### src/rtl/cmp_rr_arbiter_if.sv
// Request/grant and result handshake bundle for the shared comparator.
// master: client side (drives requests, operands, res_ready).
// slave:  arbiter side (drives grants and the buffered result).
interface cmp_rr_arbiter_if #(
  parameter int N  = 8,
  parameter int R  = 4,
  parameter int RW = 2
);
  logic [R-1:0]   req;
  logic [R*N-1:0] a_flat;
  logic [R*N-1:0] b_flat;
  logic [R-1:0]   gnt;
  logic           res_valid;
  logic           res_ready;
  logic [RW-1:0]  res_id;
  logic           res_eq;
  logic           res_gt;
  logic           res_lt;

  modport master (
    output req, a_flat, b_flat, res_ready,
    input  gnt, res_valid, res_id, res_eq, res_gt, res_lt
  );

  modport slave (
    input  req, a_flat, b_flat, res_ready,
    output gnt, res_valid, res_id, res_eq, res_gt, res_lt
  );
endinterface

### src/rtl/cmp_rr_arbiter.sv
// Round-robin front end for one shared N-bit unsigned comparator.
// A granted pair is compared and stored in a single-entry result buffer
// that drains over valid/ready; a pop and a new grant may share an edge.
//
//   state   | meaning
//   --------+-----------------------------------------------
//   S_EMPTY | no result buffered, any request may be granted
//   S_FULL  | result held; grant only if it is popped this edge
module cmp_rr_arbiter #(
  parameter int N  = 8,
  parameter int R  = 4,
  parameter int RW = 2
) (
  input  logic              clk,
  input  logic              rst,
  cmp_rr_arbiter_if.slave   io_bus
);

  typedef enum logic {
    S_EMPTY = 1'b0,
    S_FULL  = 1'b1
  } state_t;

  state_t        r_state;
  state_t        w_state_nxt;
  logic [RW-1:0] r_ptr;
  logic [RW-1:0] r_res_id;
  logic          r_res_eq;
  logic          r_res_gt;
  logic          r_res_lt;

  logic          w_can_accept;
  logic          w_grant;
  logic [R-1:0]  w_gnt;
  logic [RW-1:0] w_gnt_id;
  logic [RW-1:0] w_ptr_nxt;
  logic [RW-1:0] w_sel;
  int            w_idx;
  logic [N-1:0]  w_a;
  logic [N-1:0]  w_b;

  // A slot is free when empty, or when the held result leaves this edge.
  assign w_can_accept = (r_state == S_EMPTY) || io_bus.res_ready;

  // Buffer state register.
  always_ff @(posedge clk or posedge rst) begin
    if (rst) begin
      r_state <= S_EMPTY;
    end else begin
      r_state <= w_state_nxt;
    end
  end

  // Buffer next state: a grant always fills, a pop without a grant empties.
  always_comb begin
    w_state_nxt = r_state;
    case (r_state)
      S_EMPTY: begin
        if (w_grant) begin
          w_state_nxt = S_FULL;
        end
      end
      S_FULL: begin
        if (io_bus.res_ready && !w_grant) begin
          w_state_nxt = S_EMPTY;
        end
      end
      default: w_state_nxt = S_EMPTY;
    endcase
  end

  // Round-robin scan starting at r_ptr; index wraps at R, not 2**RW.
  always_comb begin
    w_gnt    = '0;
    w_gnt_id = '0;
    w_grant  = 1'b0;
    w_idx    = 0;
    w_sel    = '0;
    if (w_can_accept) begin
      for (int i = 0; i < R; i++) begin
        w_idx = int'(r_ptr) + i;
        if (w_idx >= R) begin
          w_idx = w_idx - R;
        end
        w_sel = RW'(w_idx);
        if (!w_grant && io_bus.req[w_sel]) begin
          w_grant        = 1'b1;
          w_gnt_id       = w_sel;
          w_gnt[w_sel]   = 1'b1;
        end
      end
    end
  end

  // Operand select for the granted requester.
  always_comb begin
    w_a = '0;
    w_b = '0;
    for (int k = 0; k < R; k++) begin
      if (w_gnt_id == RW'(k)) begin
        w_a = io_bus.a_flat[k*N +: N];
        w_b = io_bus.b_flat[k*N +: N];
      end
    end
  end

  assign w_ptr_nxt = (w_gnt_id == RW'(R-1)) ? '0 : w_gnt_id + 1'b1;

  // Result and pointer registers: update only on a grant, otherwise hold.
  always_ff @(posedge clk or posedge rst) begin
    if (rst) begin
      r_ptr    <= '0;
      r_res_id <= '0;
      r_res_eq <= 1'b0;
      r_res_gt <= 1'b0;
      r_res_lt <= 1'b0;
    end else if (w_grant) begin
      r_ptr    <= w_ptr_nxt;
      r_res_id <= w_gnt_id;
      r_res_eq <= (w_a == w_b);
      r_res_gt <= (w_a > w_b);
      r_res_lt <= (w_a < w_b);
    end
  end

  assign io_bus.gnt       = w_gnt;
  assign io_bus.res_valid = (r_state == S_FULL);
  assign io_bus.res_id    = r_res_id;
  assign io_bus.res_eq    = r_res_eq;
  assign io_bus.res_gt    = r_res_gt;
  assign io_bus.res_lt    = r_res_lt;

endmodule

### src/flat_wrapper.sv
// flat-port wrapper written by rule: the top's interface ports become plain ports
module cmp_rr_arbiter_flat 
#(
  parameter int N  = 8,
  parameter int R  = 4,
  parameter int RW = 2
)
  (clk, rst, io_bus_req, io_bus_a_flat, io_bus_b_flat, io_bus_res_ready, io_bus_gnt, io_bus_res_valid, io_bus_res_id, io_bus_res_eq, io_bus_res_gt, io_bus_res_lt);
  cmp_rr_arbiter_if #(.N(N), .R(R), .RW(RW)) io_bus_i ();
  input  logic clk;
  input  logic rst;
  input wire logic [$bits(io_bus_i.req)-1:0] io_bus_req;
  input wire logic [$bits(io_bus_i.a_flat)-1:0] io_bus_a_flat;
  input wire logic [$bits(io_bus_i.b_flat)-1:0] io_bus_b_flat;
  input wire logic [$bits(io_bus_i.res_ready)-1:0] io_bus_res_ready;
  output wire logic [$bits(io_bus_i.gnt)-1:0] io_bus_gnt;
  output wire logic [$bits(io_bus_i.res_valid)-1:0] io_bus_res_valid;
  output wire logic [$bits(io_bus_i.res_id)-1:0] io_bus_res_id;
  output wire logic [$bits(io_bus_i.res_eq)-1:0] io_bus_res_eq;
  output wire logic [$bits(io_bus_i.res_gt)-1:0] io_bus_res_gt;
  output wire logic [$bits(io_bus_i.res_lt)-1:0] io_bus_res_lt;
  assign io_bus_i.req = io_bus_req;
  assign io_bus_i.a_flat = io_bus_a_flat;
  assign io_bus_i.b_flat = io_bus_b_flat;
  assign io_bus_i.res_ready = io_bus_res_ready;
  assign io_bus_gnt = io_bus_i.gnt;
  assign io_bus_res_valid = io_bus_i.res_valid;
  assign io_bus_res_id = io_bus_i.res_id;
  assign io_bus_res_eq = io_bus_i.res_eq;
  assign io_bus_res_gt = io_bus_i.res_gt;
  assign io_bus_res_lt = io_bus_i.res_lt;
  cmp_rr_arbiter #(.N(N), .R(R), .RW(RW)) u_core (.clk(clk), .rst(rst), .io_bus(io_bus_i));
endmodule
### config.mk
export PLATFORM = sky130hd
export DESIGN_NAME = cmp_rr_arbiter_flat
export DESIGN_NICKNAME = d
export VERILOG_FILES = /design/src/rtl/cmp_rr_arbiter_if.sv /design/src/rtl/cmp_rr_arbiter.sv /design/src/flat_wrapper.sv
export SDC_FILE = /design/constraint.sdc
export NUM_CORES = 1
export LEC_CHECK = 0
export CORE_UTILIZATION = 25
export CTS_CLUSTER_DIAMETER = 100
export DETAILED_ROUTE_END_ITERATION = 16
export DONT_BUFFER_PORTS = 1
export PLACE_DENSITY = 0.38
export SYNTH_ARGS = -nofsm -noshare
export SYNTH_HDL_FRONTEND = slang
export SYNTH_SLANG_ARGS = --single-unit
### constraint.sdc
create_clock -name clk -period 4.75 [get_ports clk]
set_clock_uncertainty 0.2 [all_clocks]
set_input_delay 0.7125 -clock clk [delete_from_list [all_inputs] [get_ports clk]]
set_output_delay 0.7125 -clock clk [all_outputs]
set_load 0.01 [all_outputs]
==> results.py <==
metrics = {
    "worst_setup_path": {
        "cp-end-kind": "flip-flop",
        "worstPathRequired_ns": 4.72,
        "path_cells": "inv_1, ha_1, mux4_2, a31o_2, a41oi_2, inv_1, ha_1, buf_4, nand3b_1, a21oi_1, a21oi_1, nor2_1, a21oi_1, ha_1, nor2b_1, o211ai_1, a21oi_1, a211oi_2, mux2_2",
        "critPathMaxStageDelay_ns": 0.43,
        "r2r-start": "u_core.r_ptr[1]",
        "r2r-end": "u_core.io_bus.res_lt",
        "crit_start": "u_core.r_ptr[1]",
        "path_max_fanout": 24,
        "crit_path_end": "u_core.io_bus.res_lt",
        "criticalPathCategory": "flip-flop to flip-flop",
        "path_common_cell": "a21oi_1",
        "cp_slowest_cell": "dfrtp_2",
        "regToRegSetupSlack_ns": 0.33,
        "start_kind": "flip-flop",
        "reg2reg_depth": 19,
        "cp.arrival_ns": 4.39,
    },
    "routing": {
        "wirelength_mm": 4.39,
        "num_vias": 1488,
        "viasPerCell": 5.47,
        "firstDrtPassIters": 4,
        "drc": 0,
        "antenna_left": 0,
        "wl_per_cell_um": 16.1,
        "first_iter_violations": 169,
    },
    "clocking": {
        "clkSlewWorstSetupHoldPaths_ns": 0.04,
        "cts_root_buf": "clkbuf_8",
        "numCtsBuffers": 3,
        "tritoncts": "built",
        "worstSkewPairLatency_ns": 0.23,
        "tritoncts_num_sinks": 8,
        "htreeDepth": 1,
        "holdBufCountCts": 0,
        "cts_max_path_buffers": 2,
    },
    "synthesis": {
        "yosys-top-cells-area": "ha_1 17%, dfrtp_1 14%, a21oi_1 11%",
        "ys_ff_latch": 8,
        "syn-num-nets": 294,
        "synth_top_cell_area_share_pct": 17.0,
        "synthArstFlopShare_pct": 100,
        "synthFlopType": "dfrtp_1",
        "ys_seq_area_share_pct": 13.6,
        "syn_inst": 203,
        "synth_edf_count": 0,
        "synth_area_per_cell_sq_um": 7.27,
        "synth_cell_type_count": 35,
        "yosys_warnings": 0,
        "syn_area_sq_um": 1480,
        "synth_top_cell_by_area": "ha_1",
    },
    "die": {
        "die_h_um": 78.8,
        "die_area_sq_um": 6210,
        "core_area_sq_um": 5610,
        "ios": 81,
        "start_util_pct": 26.3,
        "die_w_um": 78.8,
        "rows": 27,
    },
    "global_route": {
        "use_met1_pct": 20.7,
        "grt_max_degree": 33,
        "grt_use_met2_pct": 23.6,
        "grt_pass1_wl_mm": 7.47,
        "grt.busiest_layer": "met2",
        "grt-ovfl-total": 0,
        "grt_pass1_vias": 1464,
        "antenna_found_initial": 0,
        "grt_util_all_layers_pct": 15.0,
        "use_met3_pct": 4.37,
    },
    "sta": {
        "tns_ns": 0,
        "final-max-slew-violation-count": 0,
        "min_period_ns": 4.42,
        "max_freq_mhz": 226,
        "setup_slack_ns": 0.327,
        "slew_headroom_pct": 37.8,
        "hold_violations": 0,
        "tightestPinTransition_ns": 0.933,
        "finalSetupViolCount": 0,
        "rsz0062_at_grt": "false",
        "period_share_pct": 93.1,
    },
    "power_and_ir_drop": {
        "powerDensity_nw_per_um2": 767,
        "ir_drop_uv": 249,
        "leakage_nw": 0.652,
    },
    "layout": {
        "nets": 293,
        "area_delta_synth_final_pct": 9.41,
        "layout_commonest_cell": "a21oi_1",
        "fin_util_pct": 28.8,
        "layout.area.seq_sq_um": 201,
        "drive_gt1_share_pct": 12.5,
        "multi_input_area_sq_um": 1210,
        "fill_cells": 629,
        "diodes": 0,
        "most-common-layout-cells": "32 x a21oi_1, 30 x nand2_1, 20 x ha_1",
    },
    "placement": {
        "dp_hpwl_mm": 3.51,
        "io_buffer_count": 0,
        "gp_congestion": 0.845,
        "pre_cts_ws_ns": 0.165,
    },
    "flow_run": {
        "maxCapViolCount": 0,
    },
    "outcome": {
        "outcome": "completed",
    },
    "hold_path": {
        "min-delay-path-class": "input port to async pin",
    },
}
-- worst min path at each step --
stage / start / to / slack, ns / cells after the start
finish: rst / u_core.io_bus.res_id[0] / 0.12 / 1
global route: rst / u_core.io_bus.res_id[0] / 0.14 / 1
CTS: rst / u_core.r_ptr[0] / 0.13 / 1
detailed placement: u_core.io_bus.res_eq / u_core.io_bus.res_eq / 0.35 / 2
global placement: u_core.io_bus.res_eq / u_core.io_bus.res_eq / 0.35 / 2
floorplan: u_core.io_bus.res_eq / u_core.io_bus.res_eq / 0.31 / 2
-- critical path: cells and delay by family, from the launching register on --
| kind | cells | cell delay [ns] |
|---|---|---|
| AND/OR/NAND/NOR | 3 | 0.41 |
| adder cells (fa/ha/maj) | 3 | 0.94 |
| AO/OA/AOI/OAI | 8 | 1.40 |
| multiplexers | 2 | 0.59 |
| buffers and inverters | 3 | 0.40 |
| flip-flops | 1 | 0.43 |
-- power by group --
part | leakage, nW | switching, mW | internal, mW
logic | 0.537 | 0.580 | 0.442
clock network | 0.0216 | 0.0285 | 0.0551
registers | 0.0934 | 0.0350 | 0.0975
-- cell type report --
| cell class | count | area share [%] |
|---|---|---|
| clock buffer | 3 | 2.56 |
| inverter | 5 | 1.16 |
| multi-input combinational | 177 | 75.0 |
| sequential | 8 | 12.5 |
| tap | 72 | 5.58 |
| timing repair buffer | 7 | 3.26 |
-- logic make-up (layout without fill, tap and decap cells) --
group / Yosys count / count (layout) / synth area share [%]
mux: 10 / 10 / 8.65
fa+ha+maj: 20 / 20 / 17.0
flops: 8 / 8 / 13.6
compound gates: 73 / 73 / 30.6
buf+inv: 18 / 15 / 5.17
simple gates: 74 / 74 / 25.0
-- metrics by stage --
stage / cell area, sq um / power [mW] / hold slack [ns] / instances
after floorplan: 1480 / 0.912 / 0.314 / 203
final: 1610 / 1.24 / 0.118 / 272
after CTS: 1590 / 1.22 / 0.133 / 271
after global placement: 1550 / 1.12 / 0.353 / 268
after global routing: 1610 / 1.42 / 0.142 / 272
after detailed placement: 1550 / 1.13 / 0.347 / 268
-- Yosys cell counts (all sizes together), types with 4 or more instances --
| cell type | n |
|---|---|
| a21oi | 32 |
| clkbuf | 11 |
| o21ai | 18 |
| mux2i | 6 |
| a221oi | 8 |
| nand3b | 9 |
| nor2 | 12 |
| dfrtp | 8 |
| inv | 5 |
| nor3 | 5 |
| a22oi | 4 |
| nor2b | 8 |
| ha | 20 |
| nand2 | 30 |
-- routing by layer --
metal	wire, um	vias to the layer above
met5	0	-
met3	395	2
met4	11	0
met1	1960	687
li1	-	741
met2	2030	58
-- sequential cells by signal, summed over array words and instances (netlist names) --
| signal | count |
|---|---|
| u_core.io_bus.res_id | 2 |
| u_core.r_ptr | 2 |
| u_core.io_bus.res_eq | 1 |
| u_core.io_bus.res_gt | 1 |
| u_core.io_bus.res_lt | 1 |
| u_core.io_bus.res_valid | 1 |
-- repair_timing --
action	in CTS	in global routing
endpoints found under the setup margin	0	2
endpoints found under the hold margin	0	0
gates resized for setup	0	5
setup buffers	0	1
No activity file was read; power rests on OpenSTA's default activity.
